==> config.mk <==
export PLATFORM = sky130hd
export DESIGN_NAME = rgb_pwm_fader
export DESIGN_NICKNAME = d
export VERILOG_FILES = /design/src/rtl/rgb_pwm_fader.sv
export SDC_FILE = /design/constraint.sdc
export NUM_CORES = 1
export LEC_CHECK = 0
export ABC_CLOCK_PERIOD_IN_PS = 3400
export BUFFER_PORTS_ARGS = -buffer_cell sky130_fd_sc_hd__buf_2
export CAP_MARGIN = 30
export CORE_MARGIN = 2
export CORE_UTILIZATION = 47
export DETAILED_ROUTE_END_ITERATION = 8
export HOLD_SLACK_MARGIN = 0.15
export SYNTH_ARGS = -nofsm -noshare
export SYNTH_HDL_FRONTEND = slang
export SYNTH_SLANG_ARGS = --single-unit
==> constraint.sdc <==
create_clock -name clk -period 3.4 [get_ports clk]
set_input_delay 0.34 -clock clk [delete_from_list [all_inputs] [get_ports clk]]
set_output_delay 0.34 -clock clk [all_outputs]
set_load 0.01 [all_outputs]
==> src/rtl/rgb_pwm_fader.sv <==
`default_nettype none
// ============================================================================
// Module      : rgb_pwm_fader
// Description : Three-channel PWM generator with a linear colour-fade
//               sequencer. It feeds the RGB0PWM/RGB1PWM/RGB2PWM inputs of an
//               SB_RGBA_DRV.
//
//               A producer offers a 24-bit target colour over valid/ready.
//               Each channel's duty then walks one step per fade step toward
//               its target. The PWM is period-aligned: duty changes take
//               effect only at a period boundary.
// Revision    : 1.0 - initial release
//
// Parameters  : PWM_PRESCALE  clocks per PWM counter step (>=1)
//               FADE_DIV      PWM periods per fade step (>=1)
// Ports       : clk          clock
//               rst_n        asynchronous active-low reset
//               color_valid  producer offers a target colour
//               color_ready  block accepts a target this cycle
//               color_rgb    target colour {red, green, blue}
//               pwm_red      red PWM
//               pwm_green    green PWM
//               pwm_blue     blue PWM
//               busy         fade in progress
// Build option: define RGB_PWM_GAMMA_EN to apply the square-law duty map
//               eff(c) = (c*c + 255) >> 8. Otherwise eff(c) = c.
// ============================================================================
module rgb_pwm_fader #(
   parameter int PWM_PRESCALE = 4,
   parameter int FADE_DIV     = 180
) (
   input  logic        clk,
   input  logic        rst_n,
   input  logic        color_valid,
   output logic        color_ready,
   input  logic [23:0] color_rgb,
   output logic        pwm_red,
   output logic        pwm_green,
   output logic        pwm_blue,
   output logic        busy
);

   localparam int PRE_W  = (PWM_PRESCALE > 1) ? $clog2(PWM_PRESCALE) : 1;
   localparam int FADE_W = (FADE_DIV > 1) ? $clog2(FADE_DIV) : 1;
   localparam logic [PRE_W-1:0]  PRE_LAST  = PRE_W'(PWM_PRESCALE - 1);
   localparam logic [FADE_W-1:0] FADE_LAST = FADE_W'(FADE_DIV - 1);

   typedef enum logic [0:0] {
      S_IDLE = 1'b0,
      S_FADE = 1'b1
   } state_t;

   // Duty seen by the pin. With gamma the square is taken at 16 bits and the
   // top byte is kept. The +255 makes any non-zero code stay visibly non-zero.
   function automatic logic [7:0] eff(input logic [7:0] c);
`ifdef RGB_PWM_GAMMA_EN
      return 8'((({8'd0, c} * {8'd0, c}) + 16'd255) >> 8);
`else
      return c;
`endif
   endfunction

   // Move one code toward the target. Equal channels hold.
   function automatic logic [7:0] step_toward(input logic [7:0] cur, input logic [7:0] tgt);
      if (cur < tgt)
         return cur + 8'd1;
      else if (cur > tgt)
         return cur - 8'd1;
      else
         return cur;
   endfunction

   // ------------------------------------------------------------------
   // Timebase: prescaler -> 8-bit PWM counter -> fade pacing counter
   // ------------------------------------------------------------------
   logic [PRE_W-1:0]  pre_cnt_q,  pre_cnt_d;
   logic [7:0]        pwm_cnt_q,  pwm_cnt_d;
   logic [FADE_W-1:0] fade_cnt_q, fade_cnt_d;
   logic              tick, period_end, fade_step;

   always_comb begin
      tick       = (pre_cnt_q == PRE_LAST);
      period_end = tick && (pwm_cnt_q == 8'hFF);
      fade_step  = period_end && (fade_cnt_q == FADE_LAST);
      pre_cnt_d  = tick ? '0 : pre_cnt_q + 1'b1;
      pwm_cnt_d  = tick ? pwm_cnt_q + 8'd1 : pwm_cnt_q;
      fade_cnt_d = fade_cnt_q;
      if (period_end)
         fade_cnt_d = fade_step ? '0 : fade_cnt_q + 1'b1;
   end

   // The counters run freely and never restart on a handshake.
   always_ff @(posedge clk or negedge rst_n) begin
      if (!rst_n) begin
         pre_cnt_q  <= '0;
         pwm_cnt_q  <= '0;
         fade_cnt_q <= '0;
      end else begin
         pre_cnt_q  <= pre_cnt_d;
         pwm_cnt_q  <= pwm_cnt_d;
         fade_cnt_q <= fade_cnt_d;
      end
   end

   // ------------------------------------------------------------------
   // Handshake / fade sequencer
   // ------------------------------------------------------------------
   state_t     state_q;
   logic       color_ready_q, busy_q;
   logic [7:0] tgt_r_q, tgt_g_q, tgt_b_q;
   logic [7:0] cur_r_q, cur_g_q, cur_b_q;
   logic       at_target;

   assign at_target = (cur_r_q == tgt_r_q) && (cur_g_q == tgt_g_q) && (cur_b_q == tgt_b_q);

   always_ff @(posedge clk or negedge rst_n) begin
      if (!rst_n) begin
         state_q       <= S_IDLE;
         color_ready_q <= 1'b0;
         busy_q        <= 1'b0;
         tgt_r_q       <= 8'd0;
         tgt_g_q       <= 8'd0;
         tgt_b_q       <= 8'd0;
         cur_r_q       <= 8'd0;
         cur_g_q       <= 8'd0;
         cur_b_q       <= 8'd0;
      end else begin
         case (state_q)
            S_IDLE: begin
               // Acceptance uses the registered ready. This makes the first
               // acceptance possible one cycle after reset release.
               if (color_ready_q && color_valid) begin
                  tgt_r_q       <= color_rgb[23:16];
                  tgt_g_q       <= color_rgb[15:8];
                  tgt_b_q       <= color_rgb[7:0];
                  state_q       <= S_FADE;
                  color_ready_q <= 1'b0;
                  busy_q        <= 1'b1;
               end else begin
                  color_ready_q <= 1'b1;
               end
            end
            S_FADE: begin
               // Completion is judged on registered values. A target equal
               // to the current colour therefore costs exactly one FADE cycle.
               if (at_target) begin
                  state_q       <= S_IDLE;
                  busy_q        <= 1'b0;
                  color_ready_q <= 1'b1;
               end else if (fade_step) begin
                  cur_r_q <= step_toward(cur_r_q, tgt_r_q);
                  cur_g_q <= step_toward(cur_g_q, tgt_g_q);
                  cur_b_q <= step_toward(cur_b_q, tgt_b_q);
               end
            end
            default: begin
               state_q       <= S_IDLE;
               busy_q        <= 1'b0;
               color_ready_q <= 1'b0;
            end
         endcase
      end
   end

   assign color_ready = color_ready_q;
   assign busy        = busy_q;

   // ------------------------------------------------------------------
   // PWM: shadow duties reload only at a period end, so a running period
   // is never cut short or stretched by a duty change.
   // ------------------------------------------------------------------
   logic [7:0] sh_r_q, sh_g_q, sh_b_q;
   logic       pwm_r_q, pwm_g_q, pwm_b_q;

   always_ff @(posedge clk or negedge rst_n) begin
      if (!rst_n) begin
         sh_r_q  <= 8'd0;
         sh_g_q  <= 8'd0;
         sh_b_q  <= 8'd0;
         pwm_r_q <= 1'b0;
         pwm_g_q <= 1'b0;
         pwm_b_q <= 1'b0;
      end else begin
         if (period_end) begin
            sh_r_q <= eff(cur_r_q);
            sh_g_q <= eff(cur_g_q);
            sh_b_q <= eff(cur_b_q);
         end
         pwm_r_q <= (pwm_cnt_q < sh_r_q);
         pwm_g_q <= (pwm_cnt_q < sh_g_q);
         pwm_b_q <= (pwm_cnt_q < sh_b_q);
      end
   end

   assign pwm_red   = pwm_r_q;
   assign pwm_green = pwm_g_q;
   assign pwm_blue  = pwm_b_q;

endmodule
`default_nettype wire
==> results.yml <==
run_status:
  outcome: "finished, final reports clean"
timing:
  hold_slack_ps: 221
  maxSlewHeadroom: 0.363
  setup_tns_ps: 0
  setup_ws_ps: 204
  layout_worst_path_cycle_share: 0.940
  slew_violations: 0
  fin_crit_ps: 3200
  clock_skew_ps: 5.19
  hold_viol: 0
  setup_viol: 0
  rsz0062_at_grt: "no"
  tightest_slew_ps: 949
  fmax_mhz: 313
synthesis:
  ys_ff_latch: 96
  synthTopCellsByArea: "dfrtp_1 44%, ha_1 15%, mux2_2 7.8%"
  ys_warn_count: 0
  synth_fp_nets: 615
  ys_seq_area_frac: 0.439
  netlist.area_leader.share: 0.439
  syn_area_per_cell_um2: 10.5
  synth_area_leader_cell: "dfrtp_1"
  ys.flop_type: "dfrtp_1"
  netlist_area_mm2: 0.00547
  async_flop_share: 1.00
  synth-edff-count: 0
  synth_cell_types: 42
  syn_inst: 519
critical_path:
  start_kind: "register"
  crit_arrival_ps: 3470
  crit_required_ps: 3670
  worstSetupStartpoint: "cur_g_q[1]"
  regToRegEndpoint: "cur_g_q[7]"
  crit_fanout: 7
  worstSetupPathType: "reg2reg"
  worstRegToRegCells: 12
  crit_path_end_kind: "register"
  ff2ff_setup_slack_ps: 200
  timing.rr.start: "cur_g_q[1]"
  endpoint: "cur_g_q[7]"
route:
  totalWireLength_mm: 10.4
  drt_pre_antenna_iters: 4
  wl_met3_um: 287
  drc: 0
  wire_per_inst_um: 14.7
  dr_wl_met2_mm: 4.70
  routed.top_layer: "met4"
  vias: 3713
  dr.first_iter.drc_count: 136
  vias_per_cell: 5.25
  ant_nets: 0
  wl_met1_mm: 5.13
placement:
  portBuffers: 31
  hpwl_mm: 7.81
  post-place-ws_ps: 189
  finalWeightedCongestion: 0.804
grt:
  grt-ovfl-total: 0
  grt_pass1_vias: 3889
  grt_pass1_wl_mm: 18.3
  antenna_found_initial: 0
  grt_max_degree: 55
  track_usage: 0.183
pwr:
  p_seq_frac: 0.463
  combPwrFrac: 0.188
  p_leak_nw: 3.05
  p_int_mw: 2.18
  switchingPower_mw: 0.787
  powerDensity_mw_per_mm2: 483
  clock_power_share: 0.349
  ir_drop_mv: 0.373
  p_sw_frac: 0.265
clock_tree:
  clkTransAtPathRegs_ps: 60
  cts_root_buffer: "clkbuf_16"
  htreeDepth: 3
  cts_tree: "built"
  cts_setup_buffers: 0
  cts.sinks: 96
  cts.path.max_buffers: 2
  cts_buffers: 9
  clkLatencyLatePin_ps: 340
layout:
  fillers: 1001
  drive_above_1_share: 0.183
  num_antenna_cells: 0
  fin_nets: 656
  areaGrowthSynthToFinish_pct: 12.4
floorplan:
  dieArea_mm2: 0.0125
  die_x_um: 112
  die_y_um: 112
  num_rows: 39
  io_pins: 32
  start_util: 0.481
  core_mm2: 0.0114
job:
  maxCapViolCount: 0
worst_hold_path:
  min_path_type: "in2reg"
[critical path: stages, from the launching register on]
cell	delay [ps]
dfrtp_1	440
ha_1	300
nor2b_1	130
o211a_1	220
o21ba_2	220
or2_2	360
ha_1	380
nand3_1	110
o211ai_1	240
o41ai_1	110
or3_1	320
a21oi_1	160
xor2_1	150
[power groups by stage]
stage / Clock, mW / Sequential [mW] / Combinational, mW
floorplan: 0 / 1.38 / 0.412
global placement: 0 / 1.39 / 0.539
detailed placement: 0 / 1.40 / 0.565
CTS: 1.07 / 1.38 / 0.570
global route: 1.11 / 1.40 / 0.652
finish: 1.04 / 1.38 / 0.559
[state kept, by name, summed over array words and instances, names as in the netlist]
name	count
pre_cnt_q	2
fade_cnt_q	8
pwm_red	1
busy	1
cur_b_q	8
tgt_g_q	8
pwm_blue	1
pwm_green	1
pwm_cnt_q	8
cur_r_q	8
sh_b_q	8
color_ready	1
state_q	1
cur_g_q	8
sh_r_q	8
sh_g_q	8
tgt_r_q	8
tgt_b_q	8
[timing repair]
| action | in CTS | in global routing |
|---|---|---|
| hold buffers | 1 | 0 |
| setup endpoints to repair | 0 | 1 |
| endpoints found under the hold margin | 52 | 0 |
| gates resized for setup | 0 | 1 |
[synthesized netlist by cell type, types with 4 or more instances]
| master | instances |
|---|---|
| a21oi_1 | 22 |
| mux2_2 | 38 |
| o21ai_1 | 4 |
| nand3_1 | 9 |
| nor3_1 | 6 |
| ha_1 | 66 |
| dfrtp_1 | 96 |
| clkbuf_1 | 7 |
| nand4_1 | 13 |
| o211ai_1 | 6 |
| inv_1 | 53 |
| xnor2_1 | 22 |
| xor2_1 | 12 |
| nand2_1 | 50 |
| o21ai_0 | 34 |
| o21bai_1 | 7 |
| a21o_1 | 14 |
| nor2_1 | 18 |
[cells in the final DEF, fill, tap and decap left out, drive strengths merged, types with 18 or more instances in the layout]
cell,instances
a21oi,22
buf,39
dfrtp,96
ha,66
inv,53
mux2,38
nand2,52
nor2,18
o21ai,38
xnor2,22
[worst min path at each step]
stage / start / end / slack (ps) / cells after the start
CTS: color_rgb[13] / tgt_g_q[5] / 210 / 2
floorplan: rst_n / busy / 40 / 0
detailed placement: pre_cnt_q[0] / pre_cnt_q[0] / 420 / 1
global placement: pre_cnt_q[0] / pre_cnt_q[0] / 410 / 1
finish: color_rgb[4] / tgt_b_q[4] / 220 / 2
global route: color_rgb[22] / tgt_r_q[6] / 220 / 2
[through the flow]
stage | area [um^2] | total power [mW] | instances | util
floorplan | 5470 | 1.79 | 519 | -
global placement | 5820 | 1.93 | 691 | 0.512
detailed placement | 5820 | 1.97 | 691 | 0.512
CTS | 6140 | 3.02 | 707 | 0.540
global route | 6150 | 3.16 | 707 | 0.541
finish | 6150 | 2.97 | 707 | 0.541
[per-layer routing]
layer / global-route usage / vias up
met5: 0 / -
met4: 0.0831 / 0
met3: 0.0343 / 21
met2: 0.291 / 37
met1: 0.245 / 1770
li1: - / 1885
[cell type report]
cell class / count / area [um^2] / share of cell area
Multi-Input combinational cell: 360 / 2830 / 0.461
Sequential cell: 96 / 2400 / 0.391
Clock buffer: 11 / 253 / 0.0411
Timing Repair Buffer: 40 / 228 / 0.0371
Inverter: 53 / 199 / 0.0324
Tap cell: 143 / 179 / 0.0291
Clock inverter: 4 / 53.8 / 0.00875
[logic make-up (layout without fill, tap and decap cells)]
group,after synthesis,in the layout,share of synthesized area
buffers and inverters,63,108,0.0455
XOR/XNOR,34,34,0.0544
flip-flops,96,96,0.439
AO/OA/AOI/OAI,104,104,0.122
AND/OR/NAND/NOR,115,115,0.0986
multiplexers,38,38,0.0782
adder cells (fa/ha/maj),69,69,0.162
(Power assumes the default switching activity.)
